<file path="src/rtl/digit_entry_unit.sv">
// Four-channel push-button front end: synchronise, debounce, and count presses
// into decimal digits for the operations stage.
module digit_entry_unit #(
  parameter int unsigned DEB_CYCLES = 20,
  parameter int unsigned MAX_DIGIT  = 9
) (
  input  logic       clk1,
  input  logic       rst,
  input  logic [3:0] btn,
  input  logic       clr,
  output logic [3:0] digit1,
  output logic [3:0] digit2,
  output logic [3:0] digit3,
  output logic [3:0] digit4,
  output logic [3:0] press,
  output logic       any_held
);

  typedef enum logic [1:0] {
    RELEASED,
    PRESS_CHK,
    HELD,
    RELEASE_CHK
  } state_t;

  localparam logic [7:0] CNT_LAST = 8'(DEB_CYCLES - 1);
  localparam logic [3:0] DIG_MAX  = 4'(MAX_DIGIT);

  logic [3:0] s1;
  logic [3:0] s2;
  state_t     state   [4];
  state_t     state_n [4];
  logic [7:0] cnt     [4];
  logic [7:0] cnt_n   [4];
  logic [3:0] dig     [4];
  logic [3:0] dig_n   [4];
  logic [3:0] inc;
  logic [3:0] held_n;

  always_comb begin
    for (int unsigned i = 0; i < 4; i++) begin
      state_n[i] = state[i];
      cnt_n[i]   = cnt[i];
      inc[i]     = 1'b0;
      case (state[i])
        RELEASED: begin
          if (s2[i]) begin
            state_n[i] = PRESS_CHK;
            cnt_n[i]   = 8'd1;
          end
        end
        PRESS_CHK: begin
          if (!s2[i]) begin
            state_n[i] = RELEASED;
            cnt_n[i]   = 8'd0;
          end else if (cnt[i] == CNT_LAST) begin
            state_n[i] = HELD;
            inc[i]     = 1'b1;
          end else begin
            cnt_n[i] = cnt[i] + 8'd1;
          end
        end
        HELD: begin
          if (!s2[i]) begin
            state_n[i] = RELEASE_CHK;
            cnt_n[i]   = 8'd1;
          end
        end
        RELEASE_CHK: begin
          if (s2[i]) begin
            state_n[i] = HELD;
          end else if (cnt[i] == CNT_LAST) begin
            state_n[i] = RELEASED;
          end else begin
            cnt_n[i] = cnt[i] + 8'd1;
          end
        end
      endcase
      held_n[i] = (state_n[i] == HELD) || (state_n[i] == RELEASE_CHK);
      // clr wins over a same-cycle increment; press still pulses
      if (clr)
        dig_n[i] = '0;
      else if (inc[i])
        dig_n[i] = (dig[i] == DIG_MAX) ? '0 : dig[i] + 4'd1;
      else
        dig_n[i] = dig[i];
    end
  end

  always_ff @(posedge clk1 or negedge rst) begin
    if (!rst) begin
      s1       <= '0;
      s2       <= '0;
      press    <= '0;
      any_held <= 1'b0;
      for (int unsigned i = 0; i < 4; i++) begin
        state[i] <= RELEASED;
        cnt[i]   <= '0;
        dig[i]   <= '0;
      end
    end else begin
      s1       <= btn;
      s2       <= s1;
      press    <= inc;
      any_held <= |held_n;
      for (int unsigned i = 0; i < 4; i++) begin
        state[i] <= state_n[i];
        cnt[i]   <= cnt_n[i];
        dig[i]   <= dig_n[i];
      end
    end
  end

  assign digit1 = dig[0];
  assign digit2 = dig[1];
  assign digit3 = dig[2];
  assign digit4 = dig[3];

endmodule

</file>
<file path="config.mk">
export PLATFORM = sky130hd
export DESIGN_NAME = digit_entry_unit
export DESIGN_NICKNAME = d
export VERILOG_FILES = /design/src/rtl/digit_entry_unit.sv
export SDC_FILE = /design/constraint.sdc
export NUM_CORES = 1
export LEC_CHECK = 0
export ABC_AREA = 1
export ABC_CLOCK_PERIOD_IN_PS = 1200
export CAP_MARGIN = 10
export CORE_UTILIZATION = 50
export CTS_BUF_LIST = sky130_fd_sc_hd__clkbuf_16
export DETAILED_ROUTE_END_ITERATION = 8
export PLACE_DENSITY = 0.81
export SYNTH_ARGS = -nofsm -noshare
export SYNTH_HDL_FRONTEND = slang
export SYNTH_SLANG_ARGS = --single-unit
</file>
<file path="constraint.sdc">
create_clock -name clk1 -period 1.2 [get_ports clk1]
set_input_delay 0.18 -clock clk1 [delete_from_list [all_inputs] [get_ports clk1]]
set_output_delay 0.18 -clock clk1 [all_outputs]
set_load 0.05 [all_outputs]
</file>
==> flow_summary.toml, run 1 <==
[pwr]
switching_share = 0.249
pwr-share-clk = 0.494
combPwrFrac = 0.156
seqPwrFrac = 0.350
p_int_mw = 5.34
power_mw = 7.11
power_density_nw_per_um2 = 1090
ir_drop_mv = 0.906
power.leakage_nw = 3.07
p_switching_mw = 1.77

[setup_path]
rr_endpoint = "any_held$_DFF_PN0_"
cp_cell_sequence = "ha_2 > nand2_2 > nor2_4 > nand3_2 > nand2_1 > nand2_1 > nor2_1 > nand2_1"
r2r-start = "cnt[0]$_DFFE_PN0P_"
endpoint_kind = "flop"
arrival_ns = 1.85
worstSetupPathType = "reg2reg"
rr_worst_depth = 8
crit_required_ns = 1.42
critical_path.slowest_cell = "dfrtp_1"
rrSetupSlack_ns = -0.43
crit_top_cell = "nand2_1"
slowest_delay_ns = 0.39
crit_fanout = 4
startpoint_type = "flop"

[finish]
drive_gt1_frac = 0.500
multi_input_area_sq_um = 2410
fillers = 298
stdcell_count = 755
fin_nets = 670
fin_area_sq_um = 6540
layout_common_cells = "nand2_1, buf_4, dfrtp_1"
syn_to_final_growth_pct = 72.8
final_common_cell = "nand2_1"
diodes = 0
regArea_sq_um = 1740

[logic_synthesis]
synth_top_family_by_area = "simple AND/OR/NAND/NOR gates"
async_flop_share = 1.00
netlist_instances = 484
synth-edff-count = 0
synth.area.top_cells = "dfrtp_1, nand2_1, nand3_1, inv_1, nor2_1"
synth_area_per_cell_sq_um = 7.82
synth-simple-area-share = 0.340
ys_warn_count = 0
syn_nets = 503
synthAdderAreaFrac = 0.0397
yosysUniqueCellTypes = 34
synth_top_area_share = 0.456
ys_seq_area_frac = 0.456
synth-xor-area-share = 0.0278
synth_seq_cells = 69
synth_compound_area_frac = 0.0645
yosysTopAreaCell = "dfrtp_1"
synth_area_sq_um = 3780
synthMuxAreaShare = 0
synth-main-ff-cell = "dfrtp_1"

[die]
io_pins = 28
start_util = 0.519
dieWidth_microns = 89.0
die_y_microns = 89.0
rows = 31
die_area_sq_um = 7920
core-area_sq_um = 7290

[routing]
firstDrtPassIters = 7
ant_nets = 0
wl_per_cell_microns = 22.4
drt_iter0_drc = 351
drc = 0
vias = 4630
wl_microns = 16900
vias_per_cell = 6.13

[sta]
tightest_slew_ns = 0.384
min_period_over_period = 1.36
fmax_mhz = 613
finalWorstSetupSlack_ns = -0.430
rsz0062_at_grt = "yes"
slew_headroom = 0.743
timing_hold_violations_final = 0
worst_hold_slack_ns = 0.270
clock_skew_ns = 0.00485
drv_slew = 0
post-route-min-period_ns = 1.63
setup_violations = 68

[clocking]
cts_max_level = 3
tritoncts = "done"
cts_sinks = 69
clk_pin_slew_ns = 0.06
cts-root-buf = "clkbuf_16"
cts_buffers = 9
clk_latency_ns = 0.34
clockBufferDepth = 2

[worst_hold_path]
hold_path_class = "in2reg"
hold_depth = 1
min_from = "btn[1]"
min_to = "s1[1]$_DFF_PN0_"

[place]
dp.cells = 690
pre_cts_ws_ns = -0.259
dpl.hpwl_microns = 6650
io_buffer_count = 27
place_area_sq_um = 5090
place_congestion = 0.855

[run]
cap_violations = 0

[status]
violations = "setup timing"
status = "finished with violations"

[global_routing]
grtUsageTotal = 0.341
grt_max_degree = 70
antenna_found_initial = 0
grt_overflow = 0
grt_pass1_vias = 4276
grt_pass1_wl_microns = 19900
-- how the worst max path moves through the flow --
stage,slack [ns],start,end,depth (start not counted)
2_1_floorplan,-0.13,cnt[8]$_DFFE_PN0P_,digit3[3]$_DFFE_PN0P_,10
3_3_place_gp,-0.19,clr,digit1[1]$_DFFE_PN0P_,6
3_5_place_dp,-0.26,clr,digit1[0]$_DFFE_PN0P_,6
4_1_cts,-0.19,cnt[9]$_DFFE_PN0P_,any_held$_DFF_PN0_,10
5_1_grt,-0.48,cnt[0]$_DFFE_PN0P_,any_held$_DFF_PN0_,8
6_report,-0.43,cnt[0]$_DFFE_PN0P_,any_held$_DFF_PN0_,8
-- synth_stat cells (2+ instances only) --
| cell | number |
|---|---|
| o22ai_1 | 6 |
| nand3_1 | 56 |
| dfrtp_1 | 69 |
| nor3_2 | 2 |
| nand3b_1 | 4 |
| inv_2 | 8 |
| o21ai_1 | 7 |
| nor2_2 | 9 |
| nand3_2 | 2 |
| a21oi_1 | 9 |
| nand4_1 | 7 |
| xor2_1 | 7 |
| nor2_1 | 53 |
| nand2_1 | 129 |
| inv_1 | 58 |
| nand2_4 | 2 |
| o21ai_0 | 13 |
| nand2_2 | 4 |
| xnor2_1 | 5 |
| nor2_4 | 4 |
| nor3_1 | 6 |
| ha_1 | 12 |
-- timing repair --
action,4_1_cts,5_1_grt
hold endpoints to repair,69,0
resized for setup,82,101
endpoints found under the setup margin,63,72
gates cloned,0,0
hold buffers,1,0
pin swaps,29,39
setup buffers,27,28
-- stage by stage --
stage / TNS [ns] / utilization
after global placement: -3.41 / 0.699
after CTS: -5.06 / 0.821
final: -15.30 / 0.897
after detailed placement: -5.41 / 0.699
after global routing: -18.32 / 0.897
after floorplan: -1.53 / -
-- critical path: cells and delay by family (launching register included) --
kind,cells,cell delay (ns)
simple gates,7,0.87
flops,1,0.39
fa+ha+maj,1,0.24
-- logic make-up after synthesis --
kind of cell,Yosys count
buffers and inverters,70
DFF,69
and+or+nand+nor,281
adders and majority gates,12
xor gates and xnor gates,12
AOI/OAI and AO/OA,40
-- routing by layer --
metal	routed length, microns	vias to the layer above	track usage
met5	0	-	0
met4	1220	0	0.211
met3	1570	126	0.0803
met2	8550	411	0.612
met1	5560	2218	0.363
li1	-	1875	-
-- power by group through the flow --
stage	Combinational (mW)	Sequential, mW	Clock (mW)
2_1_floorplan	0.307	2.55	0
3_3_place_gp	0.697	2.50	0
3_5_place_dp	0.721	2.50	0
4_1_cts	0.873	2.46	3.46
5_1_grt	1.16	2.49	3.57
6_report	1.11	2.49	3.51
-- sequential cells by signal (all words and copies together), names as in the netlist --
signal and cells:
any_held 1, s2 4, digit1 4, press 4, digit4 4, digit3 4, digit2 4, cnt 32
state 8, s1 4
-- layout make-up --
type                    instances  area share
repair buffers                159       0.247
inverters                      67      0.0404
clock inverters                 7      0.0249
clock buffers                   9      0.0344
well taps                      99      0.0189
flip-flops and latches         69       0.267
multi-input cells             345       0.368
(Power assumes the default switching activity.)
==> run 2, diff against run 1 <==
--- a/config.mk
+++ b/config.mk
@@ -8,10 +8,13 @@
 export ABC_AREA = 1
 export ABC_CLOCK_PERIOD_IN_PS = 1200
 export CAP_MARGIN = 10
-export CORE_UTILIZATION = 50
+export CELL_PAD_IN_SITES_DETAIL_PLACEMENT = 1
+export CELL_PAD_IN_SITES_GLOBAL_PLACEMENT = 1
+export CORE_UTILIZATION = 39
 export CTS_BUF_LIST = sky130_fd_sc_hd__clkbuf_16
 export DETAILED_ROUTE_END_ITERATION = 8
-export PLACE_DENSITY = 0.81
+export PLACE_DENSITY = 0.84
+export SLEW_MARGIN = 20
 export SYNTH_ARGS = -nofsm -noshare
 export SYNTH_HDL_FRONTEND = slang
 export SYNTH_SLANG_ARGS = --single-unit
==> flow_summary.toml, run 2 <==
[logic_synthesis]
synth_seq_cells = 69
yosysUniqueCellTypes = 34
async_flop_share = 1.00
ys_warn_count = 0
ys_seq_area_frac = 0.456
synth_area_per_cell_sq_um = 7.82
netlist_instances = 484
synth_top_area_share = 0.456
synth.area.top_cells = "dfrtp_1, nand2_1, nand3_1, inv_1, nor2_1"
synth_area_sq_um = 3780
synth-edff-count = 0
synth-main-ff-cell = "dfrtp_1"
ys_top_cells_by_count = "nand2_1, dfrtp_1, inv_1"
yosysTopAreaCell = "dfrtp_1"
yosys.cell_count.top_type = "nand2_1"
syn_nets = 503

[place]
dp.cells = 725
place_area_sq_um = 5180
io_buffer_count = 27
place_congestion = 0.813
dpl.hpwl_microns = 8810

[clocking]
cts-root-buf = "clkbuf_16"
cts_max_level = 3
clockBufferDepth = 2
cts_buffers = 9
cts_sinks = 69

[die]
io_pins = 28
die_y_microns = 101
start_util = 0.406
rows = 35
dieWidth_microns = 101

[status]
haltStage = "5_1_grt"
tool.error = "[ERROR DPL-0033] detailed placement checks failed during check placement."
status = "did not finish"

[global_routing]
antenna_found_initial = 1
grt_max_degree = 70

[sta]
worst_endpoint_kind = "register data pin"
crit_endpoint = "digit3[0]$_DFFE_PN0P_/D"
## run 2: cell counts after synthesis
No cell type changed its count.
## run 2: kinds of logic after synthesis
family,synth area share
xor gates and xnor gates,0.0278
AOI/OAI and AO/OA,0.0645
buffers and inverters,0.0724
and+or+nand+nor,0.340
DFF,0.456
adders and majority gates,0.0397
## run 2: through the flow
stage	utilization	setup WS [ns]	hold slack, ns
floorplan	-	-0.129	-0.116
detailed placement	0.555	-0.314	0.239
global placement	0.555	-0.208	0.237
CTS	0.676	-0.314	0.285
## run 2: what timing repair did
item                                    4_1_cts
endpoints found under the setup margin       71
pin swaps                                    64
setup buffers                                48
gates resized for setup                     136
hold buffers                                  1
gates cloned                                  0
hold endpoints to repair                     69
==> run 3, diff against run 2 <==
==> config.mk (replaced) <==
export PLATFORM = sky130hd
export DESIGN_NAME = digit_entry_unit
export DESIGN_NICKNAME = d
export VERILOG_FILES = /design/src/rtl/digit_entry_unit.sv
export SDC_FILE = /design/constraint.sdc
export NUM_CORES = 1
export LEC_CHECK = 0
export ABC_AREA = 1
export ABC_CLOCK_PERIOD_IN_PS = 1600
export CAP_MARGIN = 10
export CORE_UTILIZATION = 35
export DETAILED_ROUTE_END_ITERATION = 8
export PLACE_DENSITY_LB_ADDON = 0.15
export SLEW_MARGIN = 20
export SYNTH_ARGS = -nofsm -noshare
export SYNTH_HDL_FRONTEND = slang
export SYNTH_SLANG_ARGS = --single-unit
==> constraint.sdc (replaced) <==
create_clock -name clk1 -period 1.6 [get_ports clk1]
set_input_delay 0.24 -clock clk1 [delete_from_list [all_inputs] [get_ports clk1]]
set_output_delay 0.24 -clock clk1 [all_outputs]
set_load 0.05 [all_outputs]
==> flow_summary.toml, run 3 (synthesis gave the netlist of run 1 again) <==
[status]
status = "finished, final reports clean"

[sta]
post-route-min-period_ns = 1.47
worst_hold_slack_ns = 0.335
slew_headroom = 0.721
clock_skew_ns = 0.00971
tightest_slew_ns = 0.416
timing_hold_violations_final = 0
fmax_mhz = 679
drv_slew = 0
min_period_over_period = 0.921
rsz0062_at_grt = "yes"
setup_violations = 0
finalSetupTns_ns = 0

[finish]
top_regs = "cnt: 32 flops, state: 8 flops"
layout_common_cells = "nand2_1, dfrtp_1, inv_1"
largest_reg_flops = 32
syn_to_final_growth_pct = 20.2
final_common_cell = "nand2_1"
diodes = 0
drive_gt1_frac = 0.165
fillers = 1074
fin_area_sq_um = 4550
stdcell_count = 675
fin_nets = 554
regMostFlops = "cnt"

[routing]
vias_per_cell = 4.62
drc = 0
wl_per_cell_microns = 11.1
wl_microns = 7520
firstDrtPassIters = 4
ant_nets = 0
drt_iter0_drc = 118
vias = 3117

[setup_path]
critical_path.slowest_cell = "dfrtp_1"
arrival_ns = 1.71
crit_fanout = 7
crit_required_ns = 1.84
rrSetupSlack_ns = 0.13
crit_top_cell = "nand2_1"
endpoint_kind = "flop"
worstSetupPathType = "reg2reg"
slowest_delay_ns = 0.39
crit_family = "simple AND/OR/NAND/NOR gates"
cp_cell_sequence = "ha_1 > nand2_1 > inv_1 > nand2_1 > nor2_4 > nand3_2 > nand2_2 > inv_1 > nand2_1 > nand2_1"
startpoint_type = "flop"
timing.critical_path.buf_inv = 2

[clocking]
cts_buffers = 9
cts-root-buf = "clkbuf_8"
cts_max_level = 3
clk_latency_ns = 0.34
cts_sinks = 69
tritoncts = "done"
clockBufferDepth = 2
clk_pin_slew_ns = 0.08
cts_setup_buffers = 0

[place]
place_area_sq_um = 4350
dpl.hpwl_microns = 5700
place_congestion = 0.806
io_buffer_count = 27
dp.cells = 659

[die]
io_pins = 28
core-area_sq_um = 10400
start_util = 0.363
die_area_sq_um = 11200
rows = 37
die_y_microns = 106
dieWidth_microns = 106

[global_routing]
grtUsageTotal = 0.147
grt_pass1_vias = 3020
grt_overflow = 0
antenna_found_initial = 0
grt_pass1_wl_microns = 13200
grt_max_degree = 33

[pwr]
ir_drop_mv = 0.434
power_mw = 3.62
power_density_nw_per_um2 = 794
power.leakage_nw = 2.25

[run]
cap_violations = 0

[worst_hold_path]
hold_path_class = "in2reg"
## run 3: layout make-up
class	instances	area [sq um]	area share
Tap cell	136	170	0.0374
Inverter	67	251	0.0553
Timing Repair Buffer	43	425	0.0935
Sequential cell	69	1730	0.379
Clock inverter	5	52.6	0.0115
Multi-Input combinational cell	345	1800	0.395
Clock buffer	10	128	0.0280
## run 3: per-layer routing
metal | vias up | GRT usage | wire length [microns]
li1 | 1644 | - | -
met1 | 1416 | 0.189 | 3700
met2 | 46 | 0.236 | 3430
met3 | 11 | 0.0399 | 280
met4 | 0 | 0.0516 | 117
met5 | - | 0 | 0
## run 3: what timing repair did
action | CTS | global route
endpoints found under the setup margin | 0 | 8
endpoints found under the hold margin | 28 | 0
gates resized for setup | 0 | 3
hold buffers | 1 | 0
## run 3: worst paths after layout
kind | from | end | cells past startpoint
max in group asynchronous | rst | state[7]$_DFF_PN0_ | 3
min reg2reg | s1[2]$_DFF_PN0_ | s2[2]$_DFF_PN0_ | 0
max reg2reg | cnt[8]$_DFFE_PN0P_ | digit3[3]$_DFFE_PN0P_ | 10
min in group asynchronous | rst | press[2]$_DFF_PN0_ | 2
max | cnt[8]$_DFFE_PN0P_ | digit3[3]$_DFFE_PN0P_ | 10
min | btn[3] | s1[3]$_DFF_PN0_ | 1
## run 3: report_power, final
part / leakage (nW) / total, mW / internal [mW] / switching [mW]
logic: 1.24 / 0.414 / 0.160 / 0.254
clock network: 0.0919 / 1.35 / 0.704 / 0.647
registers: 0.923 / 1.85 / 1.80 / 0.0513
## run 3: metrics by stage
step,util,worst slack [ns]
after global routing,0.437,-0.0142
after global placement,0.417,0.0844
final,0.437,0.126
after floorplan,-,0.103
after CTS,0.436,0.0791
after detailed placement,0.417,0.0727
==> run 4, diff against run 3 <==
--- a/config.mk
+++ b/config.mk
@@ -11,7 +11,7 @@
 export CORE_UTILIZATION = 35
 export DETAILED_ROUTE_END_ITERATION = 8
 export PLACE_DENSITY_LB_ADDON = 0.15
-export SLEW_MARGIN = 20
+export SLEW_MARGIN = 5
 export SYNTH_ARGS = -nofsm -noshare
 export SYNTH_HDL_FRONTEND = slang
 export SYNTH_SLANG_ARGS = --single-unit
==> results of run 4 <==
No change in the layout: final DEF, timing and power equal those of run 3.
